`config.mk`:
```
export PLATFORM = sky130hd
export DESIGN_NAME = uart_rx_flat
export DESIGN_NICKNAME = d
export VERILOG_FILES = /design/src/rtl/uart_rx_if.sv /design/src/rtl/uart_rx.sv /design/src/flat_wrapper.sv
export SDC_FILE = /design/constraint.sdc
export NUM_CORES = 1
export LEC_CHECK = 0
export CORE_UTILIZATION = 51
export DETAILED_ROUTE_END_ITERATION = 6
export PLACE_DENSITY_LB_ADDON = 0.3
export SETUP_SLACK_MARGIN = 0.1
export SLEW_MARGIN = 20
export SYNTH_ARGS = -nofsm -noshare
export SYNTH_HDL_FRONTEND = slang
export SYNTH_SLANG_ARGS = --single-unit
```
`constraint.sdc`:
```
create_clock -name i_CLK -period 1.34 [get_ports i_CLK]
set_input_delay 0.201 -clock i_CLK [delete_from_list [all_inputs] [get_ports i_CLK]]
set_output_delay 0.201 -clock i_CLK [all_outputs]
set_load 0.02 [all_outputs]
```
`src/rtl/uart_rx_if.sv`:
```
// Byte-side and line-side signal bundle for the 8N1 UART receiver.
// The receiver connects through the slave modport. The stimulus or line driver connects through the master modport.
interface uart_rx_if;
  logic       i_CLK_ENABLE;
  logic       i_RX;
  logic [7:0] o_DATA;
  logic       o_RX_DONE;
  logic       o_FRAMING_ERROR;

  modport slave (
    input  i_CLK_ENABLE,
    input  i_RX,
    output o_DATA,
    output o_RX_DONE,
    output o_FRAMING_ERROR
  );

  modport master (
    output i_CLK_ENABLE,
    output i_RX,
    input  o_DATA,
    input  o_RX_DONE,
    input  o_FRAMING_ERROR
  );
endinterface

```
`src/rtl/uart_rx.sv`:
```
// 8N1 UART receiver that samples the line once per bit-rate strobe.
// Defining UART_RX_FORMAL_EN compiles in the embedded formal properties.
module uart_rx (
  input logic      i_CLK,
  input logic      i_RESET,
  uart_rx_if.slave bus
);

  typedef enum logic [1:0] {
    IDLE = 2'd0,
    DATA = 2'd1,
    STOP = 2'd2,
    BAD  = 2'd3
  } state_t;

  state_t     state_r, next_state_s;
  logic [3:0] r_BIT_COUNT, next_count_s;
  logic [7:0] r_DATA_REG, next_shift_s;
  logic [7:0] data_r, next_data_s;
  logic       done_r, done_s;
  logic       ferr_r, ferr_s;

  // Next-state, shift and pulse decode; nothing advances without a strobe
  always_comb begin
    next_state_s = state_r;
    next_count_s = r_BIT_COUNT;
    next_shift_s = r_DATA_REG;
    next_data_s  = data_r;
    done_s       = 1'b0;
    ferr_s       = 1'b0;
    if (bus.i_CLK_ENABLE) begin
      case (state_r)
        IDLE: begin
          if (!bus.i_RX) begin
            next_state_s = DATA;
            next_count_s = 4'd0;
            next_shift_s = 8'd0;
          end else begin
            next_state_s = IDLE;
          end
        end
        DATA: begin
          next_shift_s = {bus.i_RX, r_DATA_REG[7:1]};
          next_count_s = r_BIT_COUNT + 4'd1;
          if (r_BIT_COUNT == 4'd7) begin
            next_state_s = STOP;
          end else begin
            next_state_s = DATA;
          end
        end
        STOP: begin
          // Count returns to zero so it is always 0 while idle
          next_state_s = IDLE;
          next_count_s = 4'd0;
          if (bus.i_RX) begin
            next_data_s = r_DATA_REG;
            done_s      = 1'b1;
          end else begin
            ferr_s      = 1'b1;
          end
        end
        default: begin
          next_state_s = IDLE;
          next_count_s = 4'd0;
        end
      endcase
    end else begin
      next_state_s = state_r;
    end
  end

  // State, count, shift register and registered outputs
  always_ff @(posedge i_CLK or posedge i_RESET) begin
    if (i_RESET) begin
      state_r     <= IDLE;
      r_BIT_COUNT <= 4'd0;
      r_DATA_REG  <= 8'd0;
      data_r      <= 8'd0;
      done_r      <= 1'b0;
      ferr_r      <= 1'b0;
    end else begin
      state_r     <= next_state_s;
      r_BIT_COUNT <= next_count_s;
      r_DATA_REG  <= next_shift_s;
      data_r      <= next_data_s;
      done_r      <= done_s;
      ferr_r      <= ferr_s;
    end
  end

  assign bus.o_DATA          = data_r;
  assign bus.o_RX_DONE       = done_r;
  assign bus.o_FRAMING_ERROR = ferr_r;

`ifdef UART_RX_FORMAL_EN
  logic past_valid_r = 1'b0;

  // Marks every cycle after the first, so $past is meaningful
  always_ff @(posedge i_CLK) begin
    past_valid_r <= 1'b1;
  end

  am_first_reset: assume property (@(posedge i_CLK) !past_valid_r |-> i_RESET);

  ap_no_bad_state: assert property (@(posedge i_CLK) disable iff (i_RESET) state_r != BAD);
  ap_count_range:  assert property (@(posedge i_CLK) disable iff (i_RESET) r_BIT_COUNT <= 4'd8);
  ap_idle_count:   assert property (@(posedge i_CLK) disable iff (i_RESET)
                                    (state_r == IDLE) |-> (r_BIT_COUNT == 4'd0));
  ap_exclusive:    assert property (@(posedge i_CLK) disable iff (i_RESET) !(done_r && ferr_r));
  ap_done_width:   assert property (@(posedge i_CLK) disable iff (i_RESET) done_r |=> !done_r);
  ap_ferr_width:   assert property (@(posedge i_CLK) disable iff (i_RESET) ferr_r |=> !ferr_r);
  ap_data_change:  assert property (@(posedge i_CLK) disable iff (i_RESET)
                                    (past_valid_r && !$stable(data_r)) |-> done_r);
  ap_reset_clear:  assert property (@(posedge i_CLK)
                                    (past_valid_r && $past(i_RESET)) |->
                                    (state_r == IDLE && r_BIT_COUNT == 4'd0 && r_DATA_REG == 8'd0 &&
                                     data_r == 8'd0 && !done_r && !ferr_r));

  cp_done: cover property (@(posedge i_CLK) done_r);
  cp_ferr: cover property (@(posedge i_CLK) ferr_r);
`else
`endif

endmodule

```
`src/flat_wrapper.sv`:
```
// flat-port wrapper written by rule: the top's interface ports become plain ports
module uart_rx_flat 
  (i_CLK, i_RESET, bus_i_CLK_ENABLE, bus_i_RX, bus_o_DATA, bus_o_RX_DONE, bus_o_FRAMING_ERROR);
  uart_rx_if bus_i ();
  input logic i_CLK;
  input logic i_RESET;
  input wire logic [$bits(bus_i.i_CLK_ENABLE)-1:0] bus_i_CLK_ENABLE;
  input wire logic [$bits(bus_i.i_RX)-1:0] bus_i_RX;
  output wire logic [$bits(bus_i.o_DATA)-1:0] bus_o_DATA;
  output wire logic [$bits(bus_i.o_RX_DONE)-1:0] bus_o_RX_DONE;
  output wire logic [$bits(bus_i.o_FRAMING_ERROR)-1:0] bus_o_FRAMING_ERROR;
  assign bus_i.i_CLK_ENABLE = bus_i_CLK_ENABLE;
  assign bus_i.i_RX = bus_i_RX;
  assign bus_o_DATA = bus_i.o_DATA;
  assign bus_o_RX_DONE = bus_i.o_RX_DONE;
  assign bus_o_FRAMING_ERROR = bus_i.o_FRAMING_ERROR;
  uart_rx u_core (.i_CLK(i_CLK), .i_RESET(i_RESET), .bus(bus_i));
endmodule
```
; ---- After elaboration in Yosys (flattened, before gate mapping)
; Index checks and enable logic that the tools add are counted.
[classes]
n_mux = 13
reduce_logical = 5
addsub = 1
n_eq_ne = 4
[op_table]
columns = cell, count
row1 = $pmux W8 S2, 1
row2 = $mux W8, 1
row3 = $pmux W4 S2, 1
row4 = $mux W1, 7
row5 = $reduce_and A3 Y1, 2
row6 = $add A4 B1 Y4 const B, 1
row7 = $eq A4 B3 Y1 const B, 1
row8 = $mux W4, 1
row9 = $pmux W2 S2, 1
row10 = $eq A2 B1 Y1 const B, 1
row11 = $eq A2 B2 Y1 const B, 1
row12 = $logic_not A2 Y1, 1
row13 = $mux W2, 1
row14 = $ne A2 B2 Y1 const B, 1
row15 = $reduce_and A2 Y1, 1
row16 = $reduce_bool A2 Y1, 1
[totals]
reg_bits = 24
in_bits = 4
word_cells = 29

; ---- Depth between registers and ports, before layout
[logic_depth]
ltp_word = 3
mapped_depth = 4
mapped_depth_nobuf = 4

; ---- Worst setup path after synthesis
; No wires, ideal clock.
[synth_timing]
kind = register to register
from = register u_core.state_r[0]
to = register u_core.data_r[0], in the netlist u_core.bus.o_DATA[0]
path_slack_ns = 0.103
required_time_ns = 1.215
path_buffers = 0
setup_ns = 0.125
arrival_time_ns = 1.112
stages_incl_launch_ff = 4
path_cell_list = dfrtp_1 > and2b_1 > nand3_2 > mux2_2
[synth_via]
elab_chain_len = 2
[synth_rtl]
columns = element, line_no
row1 = start: declaration, uart_rx.sv:16  ; state_t state_r, next_state_s;
row2 = start signal: assignment, uart_rx.sv:82  ; state_r <= next_state_s;
row3 = $eq A2 B2 Y1, uart_rx.sv:32  ; case (state_r)
row4 = $reduce_and A3 Y1 (no source line), n/a
row5 = end signal: assignment, uart_rx.sv:85  ; data_r <= next_data_s;
row6 = end: declaration, uart_rx.sv:19  ; logic [7:0] data_r, next_data_s;
; Every way passes these cells.
; A chain may end at the register's enable or synchronous reset.

; ---- Worst setup path after layout
[layout_timing]
from = register u_core.state_r[1]
to = register u_core.data_r[4], in the netlist u_core.bus.o_DATA[4]
; Same word-level chain as after synthesis.

==> flow_summary.toml <==
[worst_setup_path]
regToRegStartpoint = "u_core.state_r[1]"
critPathBufInv = 1
crit_fanout = 9
timing.critical_path.slowest_stage_cell = "sky130_fd_sc_hd__dfrtp_2"
worst_path_largest_cell_delay_ns = 0.48
timing.critical_path.max_delay_family = "flip-flops"
start_kind = "flop"
r2r_slack_ns = 0.12
crit_path_start = "u_core.state_r[1]"
reg2reg_depth = 3
worst-endpoint-required_ns = 1.55
cp_data_arrival_time_ns = 1.43
rr_endpoint = "u_core.bus.o_DATA[4]"
timing_worst_setup_path_type = "flop to flop"
chain_of_cells_forming_the_critical_path = "buf_4, nand3_4, mux2_2"
critPathCaptureType = "flop"

[grt]
use_met2 = 0.341
grt_start_max_net_pins = 25
grt_first_pass_wirelength_mm = 3.11
antenna_found_initial = 0
grt.met3_usage = 0.0238
global_route.usage.met1 = 0.291
grt_pass1_vias = 680
groute.usage.overall = 0.212
grt_overflow_total = 0
busiest_layer = "met2"

[sta]
timing_worst_slew_pin_value_ns = 0.289
finalClockSkew_ns = 0.00212
setup_repair_after_global_routing_missed_its_margin = "true"
maximum_frequency_from_static_timing_analysis_mhz = 820
setup_tns_ns = 0
relSlewSlack = 0.807
endpoints_failing_setup = 0
timing.final.max_slew_violations = 0
fin_crit_sh = 0.910
layout_min_cycle_time_ns = 1.22
worst_hold_check_slack_ns = 0.228
timing_hold_violations_final = 0

[floorplanning]
die_height_um = 46.0
initial_core_util = 0.560
boundaryPins = 14
core_sq_um = 1760
floorplan.die_area_sq_um = 2120
placement_rows = 15
fp.dieW_um = 46.0

[logic_synthesis]
postSynthRegisterBits = 24
yosys_warnings = 0
synth-edff-count = 0
yosysSeqAreaShare = 0.608
synthXorXnorAreaFrac = 0
ys_top_cells_by_area = "sky130_fd_sc_hd__dfrtp_1 (61%), sky130_fd_sc_hd__mux2_2 (10%), sky130_fd_sc_hd__a22o_1 (7.1%)"
yosys.area.top_type = "sky130_fd_sc_hd__dfrtp_1"
main_combinational_cell_family_by_area_after_synthesis = "compound AO/OA/AOI/OAI gates"
synthAdderAreaFrac = 0.0127
post_synth_num_cell_types = 26
synthesized_area_fraction_occupied_by_and_or_nand_nor_cells = 0.114
synth_async_sr_flop_share = 1.00
yosys.cell_count.top_type = "sky130_fd_sc_hd__dfrtp_1"
synth_mux_area_frac = 0.103
ys_dominant_reg_cell = "sky130_fd_sc_hd__dfrtp_1"
netlist.area_leader.share = 0.608
synth_commonest_cells = "sky130_fd_sc_hd__dfrtp_1 (24), sky130_fd_sc_hd__mux2_2 (9), sky130_fd_sc_hd__a22o_1 (8)"
synth.avg_cell_area_sq_um = 13.2
synth_nets = 80
synth_area_in_compound_gates = 0.128
synthesized_instance_count = 75
syn-cell-area_sq_um = 988

[final_layout]
layout-area-overhead-vs-synth_pct = 30.3
layout_cell_share_with_drive_strength_beyond_1 = 0.366
antenna-diode-count = 0
fin_nets = 107

[routing]
wl_per_cell_um = 14.6
initialDrtViolationCount = 5
via_per_inst = 5.56
vias = 701
drt_wl_total_mm = 1.84
firstDrtPassIters = 2
detail-route-antenna-nets = 0
remaining_drc_errors = 0

[clock_network]
cts_max_path_buffers = 2
clock_latency_ns = 0.30
cts-buffers-inserted = 3
cts_tree = "yes"
clock_sinks = 24
h_tree_levels = 1
number_of_buffers_inserted_for_hold_repair_after_clock_tree_synthesis = 0
cts_root_buffer = "sky130_fd_sc_hd__clkbuf_4"
clk_pin_slew_ns = 0.13

[placed_design]
dp_hpwl_mm = 1.17
port-buffer-count = 13
gp_congestion = 0.758

[power_and_ir_drop]
power-per-cell-area_nw_per_um2 = 1640
ir_drop_v = 0.00138
power_leakage_nw = 0.652

[outcome]
run_status = "completed"

[flow_run]
max_cap_violations = 0

[worst_hold_path]
holdCritPathClass = "input pin to asynchronous set/reset pin"
[how the worst max path moves through the flow]
stage	to	slack (ns)	depth (start not counted)
floorplan	u_core.bus.o_DATA[0]	0.10	3
global placement	u_core.r_BIT_COUNT[0]	-0.16	5
detailed placement	u_core.r_BIT_COUNT[0]	-0.19	5
CTS	bus_o_DATA[0]	0.08	1
global route	u_core.r_BIT_COUNT[2]	0.08	5
finish	u_core.bus.o_DATA[4]	0.12	3
[repair_timing]
action	in CTS	in global routing
pin swaps	0	2
buffers inserted	0	4
endpoints found under the setup margin	21	27
resized for setup	16	18
[through the flow]
stage               utilization  total power (W)  instances  instance area, sq um  setup WS (ns)
global placement          0.672          0.00149        118                  1190         -0.162
global route              0.730          0.00223        126                  1290         0.0843
CTS                       0.704          0.00204        122                  1240         0.0837
finish                    0.730          0.00211        126                  1290          0.121
detailed placement        0.672          0.00152        118                  1190         -0.195
floorplan                     -          0.00136         75                   988          0.103
[placed cells by master (no fill, tap or decap), types with 2 or more instances in the layout]
master                            instances
sky130_fd_sc_hd__o22ai_1                  2
sky130_fd_sc_hd__a22o_1                   8
sky130_fd_sc_hd__buf_4                   10
sky130_fd_sc_hd__clkdlybuf4s15_1          4
sky130_fd_sc_hd__nand2_1                  3
sky130_fd_sc_hd__dfrtp_1                 23
sky130_fd_sc_hd__clkbuf_4                 3
sky130_fd_sc_hd__nor2b_1                  2
sky130_fd_sc_hd__clkbuf_2                 4
sky130_fd_sc_hd__inv_1                    4
sky130_fd_sc_hd__clkdlybuf4s50_1          3
sky130_fd_sc_hd__mux2_2                   9
sky130_fd_sc_hd__dlygate4sd2_1            2
[worst register-to-register path, cell delays in order (launching register included)]
cell                      delay [ns]
sky130_fd_sc_hd__dfrtp_2        0.48
sky130_fd_sc_hd__buf_4          0.16
sky130_fd_sc_hd__nand3_4        0.14
sky130_fd_sc_hd__mux2_2         0.35
[area by class of cell]
| type | count | area [sq um] |
|---|---|---|
| clock buffers | 3 | 22.5 |
| clock inverters | 1 | 30.0 |
| fillers | 141 | 477 |
| inverters | 5 | 18.8 |
| multi-input cells | 44 | 389 |
| flip-flops and latches | 24 | 602 |
| well taps | 25 | 31.3 |
| repair buffers | 24 | 194 |
[cells by family (layout without fill, tap and decap cells)]
| kind of cell | Yosys count | after routing |
|---|---|---|
| AOI/OAI and AO/OA | 16 | 16 |
| buffers and inverters | 7 | 33 |
| and+or+nand+nor | 18 | 18 |
| DFF | 24 | 24 |
| adders and majority gates | 1 | 1 |
| muxes | 9 | 9 |
[routing by layer]
metal,vias to the layer above,share of wire
met1,348,0.46
met5,-,0
met4,0,0.023
met3,6,0.031
li1,331,-
met2,16,0.49
[state kept, by name, summed over array words and instances, names as in the netlist]
name / count
u_core.bus.o_RX_DONE: 1
u_core.bus.o_DATA: 8
u_core.state_r: 2
u_core.r_BIT_COUNT: 4
u_core.bus.o_FRAMING_ERROR: 1
u_core.r_DATA_REG: 8
[power breakdown]
group	switching (W)	leakage (nW)	internal (W)
registers	0.000146	0.306	0.000896
clock network	0.000207	0.0279	0.000302
logic	0.000247	0.318	0.000311
total	0.000600	0.652	0.00151
Note: power is estimated with default switching activity, not from simulation.
